**config.mk**
```make
export PLATFORM = sky130hd
export DESIGN_NAME = conv_sum_accumulator_flat
export DESIGN_NICKNAME = d
export VERILOG_FILES = /design/src/rtl/conv_sum_accumulator_if.sv /design/src/rtl/conv_sum_accumulator.sv /design/src/flat_wrapper.sv
export SDC_FILE = /design/constraint.sdc
export NUM_CORES = 1
export LEC_CHECK = 0
export CAP_MARGIN = 20
export CORE_MARGIN = 4
export CORE_UTILIZATION = 35
export CTS_BUF_LIST = sky130_fd_sc_hd__clkbuf_2
export CTS_CLUSTER_SIZE = 25
export DETAILED_ROUTE_END_ITERATION = 8
export PLACE_DENSITY = 0.6
export SLEW_MARGIN = 0
export SYNTH_ARGS = -nofsm -noshare
export SYNTH_HDL_FRONTEND = slang
export SYNTH_SLANG_ARGS = --single-unit
```
**constraint.sdc**
```tcl
create_clock -name clk -period 45.4 [get_ports clk]
set_input_delay 9.08 -clock clk [delete_from_list [all_inputs] [get_ports clk]]
set_output_delay 9.08 -clock clk [all_outputs]
set_load 0.05 [all_outputs]
```
**src/rtl/conv_sum_accumulator_if.sv**
```systemverilog
// Stream bundle between the Hadamard product unit, the sum accumulator and the
// output writer. The block under design is the "slave" side: it consumes the
// product beats and produces result words. The "master" side is the environment.
interface conv_sum_accumulator_if #(
    parameter int WIDTH = 32,
    parameter int SIZE  = 9,
    parameter int CNT_W = 16
);
    logic                        in_valid;
    logic                        in_ready;
    logic [SIZE-1:0][WIDTH-1:0]  products;
    logic                        in_last;
    logic                        out_valid;
    logic                        out_ready;
    logic [WIDTH-1:0]            out_data;
    logic [CNT_W-1:0]            out_count;

    modport master (
        output in_valid, products, in_last, out_ready,
        input  in_ready, out_valid, out_data, out_count
    );

    modport slave (
        input  in_valid, products, in_last, out_ready,
        output in_ready, out_valid, out_data, out_count
    );
endinterface

```
**src/rtl/conv_sum_accumulator.sv**
```systemverilog
// Pipelined reduction of SIZE products per beat through a registered adder
// tree, followed by a per-group accumulator and a single-entry output register.
// One global enable stalls the whole pipeline while a result waits downstream.
module conv_sum_accumulator #(
    parameter int WIDTH = 32,
    parameter int SIZE  = 9,
    parameter int CNT_W = 16
) (
    input  logic                   clk,
    input  logic                   rst_n,
    conv_sum_accumulator_if.slave  bus
);

    localparam int LEVELS = $clog2(SIZE);

    // Number of elements alive at tree level k (level 0 is the raw beat).
    function automatic int level_w(input int k);
        int n;
        n = SIZE;
        for (int i = 0; i < k; i++) n = (n + 1) / 2;
        return n;
    endfunction

    typedef enum logic {
        IDLE,
        ACCUM
    } state_e;

    logic en;
    logic out_valid_q;

    // The pipeline moves only when the output register is free or being drained.
    assign en           = !out_valid_q || bus.out_ready;
    assign bus.in_ready = en;

    // ------------------------------------------------------------------
    // Adder tree
    // ------------------------------------------------------------------
    for (genvar k = 0; k <= LEVELS; k++) begin : g_lvl
        localparam int NW = level_w(k);

        logic [WIDTH-1:0] data_q [NW];
        logic             valid_q;
        logic             last_q;

        if (k == 0) begin : g_tap
            // Level 0 exposes the incoming beat under the same names as the
            // registered levels so every level reads its predecessor uniformly.
            always_comb begin
                for (int i = 0; i < NW; i++) data_q[i] = bus.products[i];
                valid_q = bus.in_valid;
                last_q  = bus.in_last;
            end
        end else begin : g_reg
            localparam int PW = level_w(k - 1);

            logic [WIDTH-1:0] data_d [NW];

            for (genvar i = 0; i < NW; i++) begin : g_node
                if (2 * i + 1 < PW) begin : g_add
                    assign data_d[i] = g_lvl[k-1].data_q[2*i] + g_lvl[k-1].data_q[2*i+1];
                end else begin : g_pass
                    assign data_d[i] = g_lvl[k-1].data_q[2*i];
                end
            end

            // Valid and last flags travel with the data and must come up clean.
            always_ff @(posedge clk or negedge rst_n) begin
                if (!rst_n) begin
                    valid_q <= 1'b0;
                    last_q  <= 1'b0;
                end else if (en) begin
                    valid_q <= g_lvl[k-1].valid_q;
                    last_q  <= g_lvl[k-1].last_q;
                end
            end

            // Partial sums advance one level per enabled cycle.
            // NOTE: the data registers carry no reset; the valid bit alongside
            // them decides whether their contents are ever consumed.
            always_ff @(posedge clk) begin
                if (en) data_q <= data_d;
            end
        end
    end

    logic [WIDTH-1:0] tree_sum;
    logic             tree_valid;
    logic             tree_last;

    assign tree_sum   = g_lvl[LEVELS].data_q[0];
    assign tree_valid = g_lvl[LEVELS].valid_q;
    assign tree_last  = g_lvl[LEVELS].last_q;

    // ------------------------------------------------------------------
    // Group accumulator and output register
    // ------------------------------------------------------------------
    state_e           state_q, state_d;
    logic [WIDTH-1:0] acc_q, acc_d;
    logic [CNT_W-1:0] cnt_q, cnt_d;
    logic             out_valid_d;
    logic [WIDTH-1:0] out_data_q, out_data_d;
    logic [CNT_W-1:0] out_count_q, out_count_d;
    logic [WIDTH-1:0] sum_next;
    logic [CNT_W-1:0] cnt_next;

    // Next-state logic: fold each tree result into the open group and publish
    // the total when the group's last channel arrives.
    always_comb begin
        // NOTE: every target gets a default first, so no path leaves a latch.
        state_d     = state_q;
        acc_d       = acc_q;
        cnt_d       = cnt_q;
        out_valid_d = out_valid_q;
        out_data_d  = out_data_q;
        out_count_d = out_count_q;
        sum_next    = '0;
        cnt_next    = '0;

        if (out_valid_q && bus.out_ready) out_valid_d = 1'b0;

        if (en && tree_valid) begin
            if (state_q == IDLE) begin
                sum_next = tree_sum;
                cnt_next = CNT_W'(1);
            end else begin
                sum_next = acc_q + tree_sum;
                cnt_next = (cnt_q == '1) ? cnt_q : cnt_q + CNT_W'(1);
            end
            acc_d = sum_next;
            cnt_d = cnt_next;

            if (tree_last) begin
                // A fresh result wins over the pop of the previous one.
                out_valid_d = 1'b1;
                out_data_d  = sum_next;
                out_count_d = cnt_next;
                state_d     = IDLE;
            end else begin
                state_d = ACCUM;
            end
        end
    end

    // State, accumulator and output register update; reset drops any open group.
    always_ff @(posedge clk or negedge rst_n) begin
        if (!rst_n) begin
            state_q     <= IDLE;
            acc_q       <= '0;
            cnt_q       <= '0;
            out_valid_q <= 1'b0;
            out_data_q  <= '0;
            out_count_q <= '0;
        end else begin
            state_q     <= state_d;
            acc_q       <= acc_d;
            cnt_q       <= cnt_d;
            out_valid_q <= out_valid_d;
            out_data_q  <= out_data_d;
            out_count_q <= out_count_d;
        end
    end

    assign bus.out_valid = out_valid_q;
    assign bus.out_data  = out_data_q;
    assign bus.out_count = out_count_q;

endmodule

```
**src/flat_wrapper.sv**
```systemverilog
// flat-port wrapper written by rule: the top's interface ports become plain ports
module conv_sum_accumulator_flat 
#(
    parameter int WIDTH = 32,
    parameter int SIZE  = 9,
    parameter int CNT_W = 16
)
  (clk, rst_n, bus_in_valid, bus_products, bus_in_last, bus_out_ready, bus_in_ready, bus_out_valid, bus_out_data, bus_out_count);
  conv_sum_accumulator_if #(.WIDTH(WIDTH), .SIZE(SIZE), .CNT_W(CNT_W)) bus_i ();
  input  logic clk;
  input  logic rst_n;
  input wire logic [$bits(bus_i.in_valid)-1:0] bus_in_valid;
  input wire logic [$bits(bus_i.products)-1:0] bus_products;
  input wire logic [$bits(bus_i.in_last)-1:0] bus_in_last;
  input wire logic [$bits(bus_i.out_ready)-1:0] bus_out_ready;
  output wire logic [$bits(bus_i.in_ready)-1:0] bus_in_ready;
  output wire logic [$bits(bus_i.out_valid)-1:0] bus_out_valid;
  output wire logic [$bits(bus_i.out_data)-1:0] bus_out_data;
  output wire logic [$bits(bus_i.out_count)-1:0] bus_out_count;
  assign bus_i.in_valid = bus_in_valid;
  assign bus_i.products = bus_products;
  assign bus_i.in_last = bus_in_last;
  assign bus_i.out_ready = bus_out_ready;
  assign bus_in_ready = bus_i.in_ready;
  assign bus_out_valid = bus_i.out_valid;
  assign bus_out_data = bus_i.out_data;
  assign bus_out_count = bus_i.out_count;
  conv_sum_accumulator #(.WIDTH(WIDTH), .SIZE(SIZE), .CNT_W(CNT_W)) u_core (.clk(clk), .rst_n(rst_n), .bus(bus_i));
endmodule
```
Word level (Yosys, flattened, before mapping)
Index checks and enable logic that the tools add are counted.
- register bits: 458
- latch bits: 0
- memory bits (writable): 0
- ROM bits: 0
- bits of input ports: 293
- output and inout bits: 50
- memories kept: 0
- add/subtract/negate cells: 10
- multipliers: 0
- divide/modulo/power cells: 0
- $lt $le $gt $ge: 0
- equal/unequal tests: 1
- shift-type cells: 0
- muxes and demuxes: 7
- bitwise gates (word level): 0
- reductions and logical operators: 5
- operator list (cell ; number):
    adder 32 bit ; 9
    two-way mux 16 bit ; 2
    two-way mux 32 bit ; 1
    adder 16 x 1 -> 16 bit, second input constant ; 1
    equality test 16 bit, second input constant ; 1
    two-way mux 1 bit ; 4
    logical AND 1 bit ; 2
    AND reduction 2 bit ; 1
    logical NOT 1 bit ; 1
    logical OR 1 bit ; 1

Depth between registers and ports, before layout
- depth after elaboration: 4
- depth in mapped cells: 12
- depth with buffers taken out: 12

Least setup slack after synthesis
Ideal clock, no wire load.
- path kind: input to output
- start point: input bus_out_ready
- end point: output bus_in_ready
- arrival: 19.335 ns
- slack: 16.985 ns
- stages on the path: 2
- cells stage by stage: nand2b_1 -> clkbuf_1
- word-level cells in the longest chain between the ends: 1
- ends and longest elaborated chain (what ; line ; source):
    start, declared ; flat_wrapper.sv:15 ; input wire logic [$bits(bus_i.out_ready)-1:0] bus_out_ready;
    logical OR 1 bit ; conv_sum_accumulator.sv:33 ; assign en = !out_valid_q || bus.out_ready;
    end, declared ; flat_wrapper.sv:16 ; output wire logic [$bits(bus_i.in_ready)-1:0] bus_in_ready;
Every way passes these cells.

Worst setup path after layout
Same ends and word-level chain as after synthesis.

==> run summary <==
WORST SETUP PATH
--------------------------------------------------------------------------------
Worst reg2reg path startpoint ..................................... u_core.g_lvl[1].data_q[32]
Maximum net fanout on the critical path ...........................           18
Worst endpoint required time ......................................     36320 ps
Setup Crit Path Kind ..............................................    in -> out
R2r worst-path depth ..............................................           12
Crit path DAT .....................................................     10730 ps
Worst reg2reg setup slack .........................................     41380 ps
CP startpoint kind ................................................    input pin
Worst flop-to-flop path endpoint .................................. u_core.g_lvl[2].data_q[62]
Capturing element type of the critical path ....................... primary output

SYNTHESIS
--------------------------------------------------------------------------------
Adder-Cell Fraction of Synth Area .................................        13.0%
EDFF count, synth .................................................          352
#FFs+latches synth ................................................          458
Portion of the post-synthesis area used by sequential elements ....        46.6%
Leading post-synthesis cells by instance count .................... sky130_fd_sc_hd__edfxtp_1, sky130_fd_sc_hd__ha_1, sky130_fd_sc_hd__a21oi_1
Largest family of logic cells by synthesized area ................. compound AO/OA/AOI/OAI gates
Multiplexer fraction of the synthesized cell area .................        1.39%
Post-synth top area share .........................................        37.2%
Leading cell type by number of instances after synthesis .......... sky130_fd_sc_hd__edfxtp_1
Mapped cell area .................................................. 0.0284 sq mm
Post-synthesis simple-gate area fraction ..........................        10.1%
Net count after synthesis .........................................         3223
XOR/XNOR share of the synthesized area ............................        8.05%
Primary flip-flop cell chosen by synthesis mapping ................ sky130_fd_sc_hd__edfxtp_1
Cell count after synthesis ........................................         2641
Complex-gate fraction of the synthesized area .....................        19.2%
Fraction of registers with async set or reset after synthesis .....        23.1%
Synth area leader ................................................. sky130_fd_sc_hd__edfxtp_1
Syn avg cell area .................................................   10.7 sq um
Syn. warnings .....................................................            0
Cells taking the most area after synthesis ........................ sky130_fd_sc_hd__edfxtp_1, sky130_fd_sc_hd__ha_1, sky130_fd_sc_hd__dfrtp_1
Synth cell types ..................................................           77

FINISH
--------------------------------------------------------------------------------
Post-route cell area .............................................. 0.0341 sq mm
Final Core Density ................................................        42.4%
Fill cell total of the finished layout ............................         7813
Post-layout nets ..................................................         3643
Syn-to-layout area delta ..........................................        20.3%
Multi-input combinational cell area ............................... 0.0147 sq mm
Fraction of layout instances using a drive strength above 1 .......        6.99%
Register area ..................................................... 0.0132 sq mm
Final Non-Filler Cells ............................................         4219

GLOBAL ROUTE
--------------------------------------------------------------------------------
Total gr overflow .................................................            0
Global Route met2 Usage ...........................................        26.8%
Total routing usage reported by global routing ....................        15.6%
Largest net degree at the start of global routing .................          198
GRT busiest layer .................................................         met2
Vias in the first global route ....................................        21161
Number of antenna violations at the first check in global routing .           31
Global-route wire length before repair ............................       108 mm
Met3 demand-to-capacity share in global routing ...................        5.27%
M1 GR Usage .......................................................        18.4%

HOLD PATH
--------------------------------------------------------------------------------
Number of cells traversed by the worst hold path ..................            0
Origin of the worst min-delay path ................................ u_core.g_lvl[2].data_q[10]
Path class of the lowest-slack min-delay path .....................   reg -> reg
Worst-case hold path end point .................................... u_core.g_lvl[3].data_q[10]

CTS
--------------------------------------------------------------------------------
Resized Gates After CTS ...........................................            0
Number of buffers inserted by hold repair at cts ..................            0
Clock tree from TritonCTS .........................................        built
CTS Buf Count .....................................................          121
Longest Clk Path Bufs .............................................            3
# H-tree levels ...................................................            3
Latest clock arrival within the worst-skew pair ...................      1220 ps
CTS sink count ....................................................          458
Clock-pin transition on the worst setup and hold timing paths .....        90 ps
Setup repair bufs after CTS .......................................            0
Clock root buffer master .......................................... sky130_fd_sc_hd__clkbuf_2

JOB
--------------------------------------------------------------------------------
MaxCap Viol Count .................................................            0

PLACED DESIGN
--------------------------------------------------------------------------------
Detail Placement HPWL .............................................      52.9 mm
Placed cells ......................................................         3998
RD Place Congestion ...............................................        0.885
Placement Setup Slack .............................................     25560 ps
Number of port buffers ............................................          342
Post-placement cell area .......................................... 0.0330 sq mm

TIMING
--------------------------------------------------------------------------------
Max Clock Skew ....................................................       162 ps
Post-layout min period ............................................     19810 ps
Setup repair after global routing missed its margin ...............           no
Slew Limit Fails ..................................................            0
Part of the cycle the worst path needs ............................        43.6%
Count of endpoints failing hold in the final timing report ........            0
Slew @ Worst Pin ..................................................      1070 ps
Total negative setup slack ........................................         0 ps
Fmax ..............................................................     50.5 MHz
Final WS setup ....................................................     25590 ps
Final setup vio count .............................................            0
Max-slew headroom at the worst pin ................................        28.8%

DIE
--------------------------------------------------------------------------------
Num ports .........................................................          343
Initial Utilization ...............................................        35.3%
DIE AREA .......................................................... 0.0857 sq mm
Die width .........................................................       293 um
Floorplan Core Area ............................................... 0.0804 sq mm
Number of rows created at floorplan ...............................          104
Die Ht ............................................................       293 um

DETAILED ROUTING
--------------------------------------------------------------------------------
Total wire length after detailed routing ..........................      68.2 mm
Number of routed nets with antenna violations .....................            0
Router iterations before antenna repair ...........................            5
Initial DRC Count .................................................          789
Vias per cell .....................................................         5.00
Vias post-DR ......................................................        21094
Post-DR wirelength/cell ...........................................      16.2 um
DRC viols .........................................................            0

STATUS
--------------------------------------------------------------------------------
Result of the run ................................................. finished, final reports clean

POWER AND IR DROP
--------------------------------------------------------------------------------
Net switching power ...............................................    0.00101 W
Total power density per cell area ................................. 69.2 mW/mm^2
Proportion of power drawn by the clock network ....................        11.9%
Int Pwr ...........................................................    0.00135 W
Leakage ...........................................................      14.4 nW
Switching share of power ..........................................        42.7%
Worst voltage drop across the vdd grid ............................    0.0379 mV
Combinational power share .........................................        55.3%
Fraction of power consumed by sequential logic ....................        32.8%

==> layout make-up <==
cell class | count | share of cell area (%)
well taps | 1060 | 3.89
repair buffers | 350 | 10.3
clock inverters | 42 | 0.707
flip-flops and latches | 458 | 38.7
clock buffers | 166 | 2.43
diodes | 13 | 0.0953
multi-input cells | 2062 | 43.1
inverters | 68 | 0.748
==> metrics by stage <==
stage	total power, W	hold slack (ps)
2_1_floorplan	0.00179	400
3_3_place_gp	0.00209	403
3_5_place_dp	0.00210	405
4_1_cts	0.00240	394
5_1_grt	0.00259	365
6_report	0.00236	372
==> power groups by stage <==
stage / Combinational (W) / Clock (W) / Sequential (W)
2_1_floorplan: 0.000944 / 0 / 0.000842
5_1_grt: 0.00147 / 0.000322 / 0.000793
3_5_place_dp: 0.00131 / 0 / 0.000786
6_report: 0.00130 / 0.000282 / 0.000774
3_3_place_gp: 0.00130 / 0 / 0.000782
4_1_cts: 0.00132 / 0.000300 / 0.000777
==> how the worst max path moves through the flow <==
stage                  startpoint  depth (start not counted)            to
floorplan           bus_out_ready                          2  bus_in_ready
global placement    bus_out_ready                          3  bus_in_ready
detailed placement  bus_out_ready                          3  bus_in_ready
CTS                 bus_out_ready                          3  bus_in_ready
finish              bus_out_ready                          3  bus_in_ready
global route        bus_out_ready                          3  bus_in_ready
==> cell usage in the layout, fill, tap and decap left out, drive strengths merged, types with 30 or more instances in the layout <==
master         count
clkbuf           166
edfxtp           352
nor3              47
ha               280
o21bai            37
a21o             163
clkdlybuf4s50    341
dfrtp            106
xor2              87
o21ai            185
o21a              30
clkinv            38
inv               70
nor2             175
nand2            193
nand3             60
a21oi            244
xnor2            174
==> state kept, by name (all words and copies together), names as in the netlist <==
name,flops
u_core.g_lvl.data_q,352
u_core.acc_q,32
u_core.g_lvl.last_q,4
u_core.g_lvl.valid_q,4
u_core.bus.out_data,32
u_core.cnt_q,16
u_core.state_q,1
u_core.bus.out_count,16
u_core.bus.out_valid,1
==> critical path: stages <==
cell                              delay [ps]
sky130_fd_sc_hd__clkdlybuf4s50_1         460
sky130_fd_sc_hd__nand2b_4                320
sky130_fd_sc_hd__clkdlybuf4s50_1         870
==> kinds of logic after synthesis <==
kind of cell,after synthesis
AOI/OAI and AO/OA,850
and+or+nand+nor,624
DFF,458
adders and majority gates,289
xor gates and xnor gates,261
buffers and inverters,121
muxes,38
==> per-layer routing <==
metal	vias to the layer above	routed length [um]
met3	146	4730
met2	449	32700
met5	-	247
met1	9612	28600
met4	34	1840
li1	10853	-
Power figures use the tool's default switching activity.
==> patch: new RTL, same flow settings <==
`SIZE` is set to 9 in 3 places; all go to 10.
--- a/src/rtl/conv_sum_accumulator_if.sv
+++ b/src/rtl/conv_sum_accumulator_if.sv
@@ -4,5 +4,5 @@
 interface conv_sum_accumulator_if #(
     parameter int WIDTH = 32,
-    parameter int SIZE  = 9,
+    parameter int SIZE  = 10,
     parameter int CNT_W = 16
 );
--- a/src/rtl/conv_sum_accumulator.sv
+++ b/src/rtl/conv_sum_accumulator.sv
@@ -4,5 +4,5 @@
 module conv_sum_accumulator #(
     parameter int WIDTH = 32,
-    parameter int SIZE  = 9,
+    parameter int SIZE  = 10,
     parameter int CNT_W = 16
 ) (
--- a/src/flat_wrapper.sv
+++ b/src/flat_wrapper.sv
@@ -3,5 +3,5 @@
 #(
     parameter int WIDTH = 32,
-    parameter int SIZE  = 9,
+    parameter int SIZE  = 10,
     parameter int CNT_W = 16
 )
Interface: changed (resized bus_products); port bits go from 343 to 375. No check against the original RTL was run, so the function may have changed too.
==> patch against the unedited design <==
Design area is 7.8% higher; clock power is 12% higher; via count is 13% higher; total power is 6.2% higher; area after synthesis is 7.4% higher; sequential cell count stayed put; routed wire length is 16% higher; setup slack better by 63 ps; critical path type unchanged; largest cell class unchanged.
==> patch: results <==
{
  "grt_max_degree": 176,
  "comb-power_uw": 1400,
  "synth_cell_types": 84,
  "ys_top_cells_by_count": "edfxtp_1, ha_1, a21oi_1",
  "yosys-top-cells-area": "edfxtp_1, ha_1, dfrtp_1, xnor2_1, a21oi_1",
  "synth_nets": 3609,
  "wl_mm": 78.8,
  "seq_power_share_pct": 31.6,
  "reg2reg_to": "u_core.g_lvl[4].data_q[28]$_DFFE_PN_",
  "ctsHoldBuffers": 0,
  "synthAdderAreaFrac_pct": 13.4,
  "drt_iter0_drc": 1138,
  "numPortBuffers": 374,
  "cts_max_level": 4,
  "via_count": 23800,
  "status": "finished, final reports clean",
  "r2r_cells": 11,
  "hold_end": "u_core.g_lvl[2].data_q[22]$_DFFE_PN_",
  "sw_frac_of_total_pct": 42.7,
  "synth_mux_area_share_pct": 1.37,
  "reg2reg_slack_ps": 41560,
  "min_period_ps": 19750,
  "crit_end": "bus_in_ready",
  "hpwl_mm": 62.6,
  "dpl_cell_area_mm2": 0.0355,
  "nets": 4065,
  "rr_startpoint": "u_core.g_lvl[3].data_q[32]$_DFFE_PN_",
  "fin_cells": 4661,
  "numCtsBuffers": 131,
  "share_clk_of_total_power_pct": 12.6,
  "synth-seq-area-share_pct": 43.4,
  "synth_compound_area_share_pct": 19.9,
  "met2_usage_pct": 28.8,
  "hold_start": "u_core.g_lvl[1].data_q[22]$_DFFE_PN_",
  "wl_met3_mm": 5.29,
  "fillers": 8462,
  "leakage_uw": 0.0156,
  "drive_above_1_share_pct": 7.55,
  "drt-met1-wl_mm": 34.0,
  "finClkSkew_ps": 72.4,
  "grt_pass1_vias": 23300,
  "synth_xor_area_share_pct": 8.16,
  "peakVddDrop_mv": 0.0488,
  "gp_congestion": 0.868,
  "grt_pass1_wl_mm": 122,
  "cp_max_fo": 15,
  "fin_hold_ws_ps": 397,
  "slew_headroom_pct": 33.5,
  "pre_cts_ws_ps": 25620,
  "cts_setup_buffers": 0,
  "wl_met2_mm": 37.8
}
-- patch: cell types whose count changed after synthesis, sizes merged, moves of 17 or more --
| cell | change |
|---|---|
| nand2 | +57 |
| ha | +31 |
| a21oi | +28 |
| o21ai | +27 |
| nand4 | +20 |
| nor2 | +17 |
| xnor2 | +17 |
-- patch: worst max-delay path, stage by stage --
cell and delay, ps:
clkdlybuf4s50_1 460, nand2b_4 270, clkdlybuf4s50_1 850
-- patch: logic make-up after synthesis --
logic type               after synthesis
AO/OA/AOI/OAI                        942
AND/OR/NAND/NOR                      778
flip-flops                           458
adder cells (fa/ha/maj)              321
XOR/XNOR                             284
buffers and inverters                140
multiplexers                          40
-- patch: layout make-up --
type	count	area [um^2]	share of cell area (%)
timing repair buffer	386	3850	10.5
multi-input combinational	2365	16700	45.5
antenna	8	20.0	0.0544
clock buffer	185	926	2.52
tap	1144	1430	3.89
sequential	458	13200	35.9
inverter	77	289	0.785
clock inverter	38	315	0.857
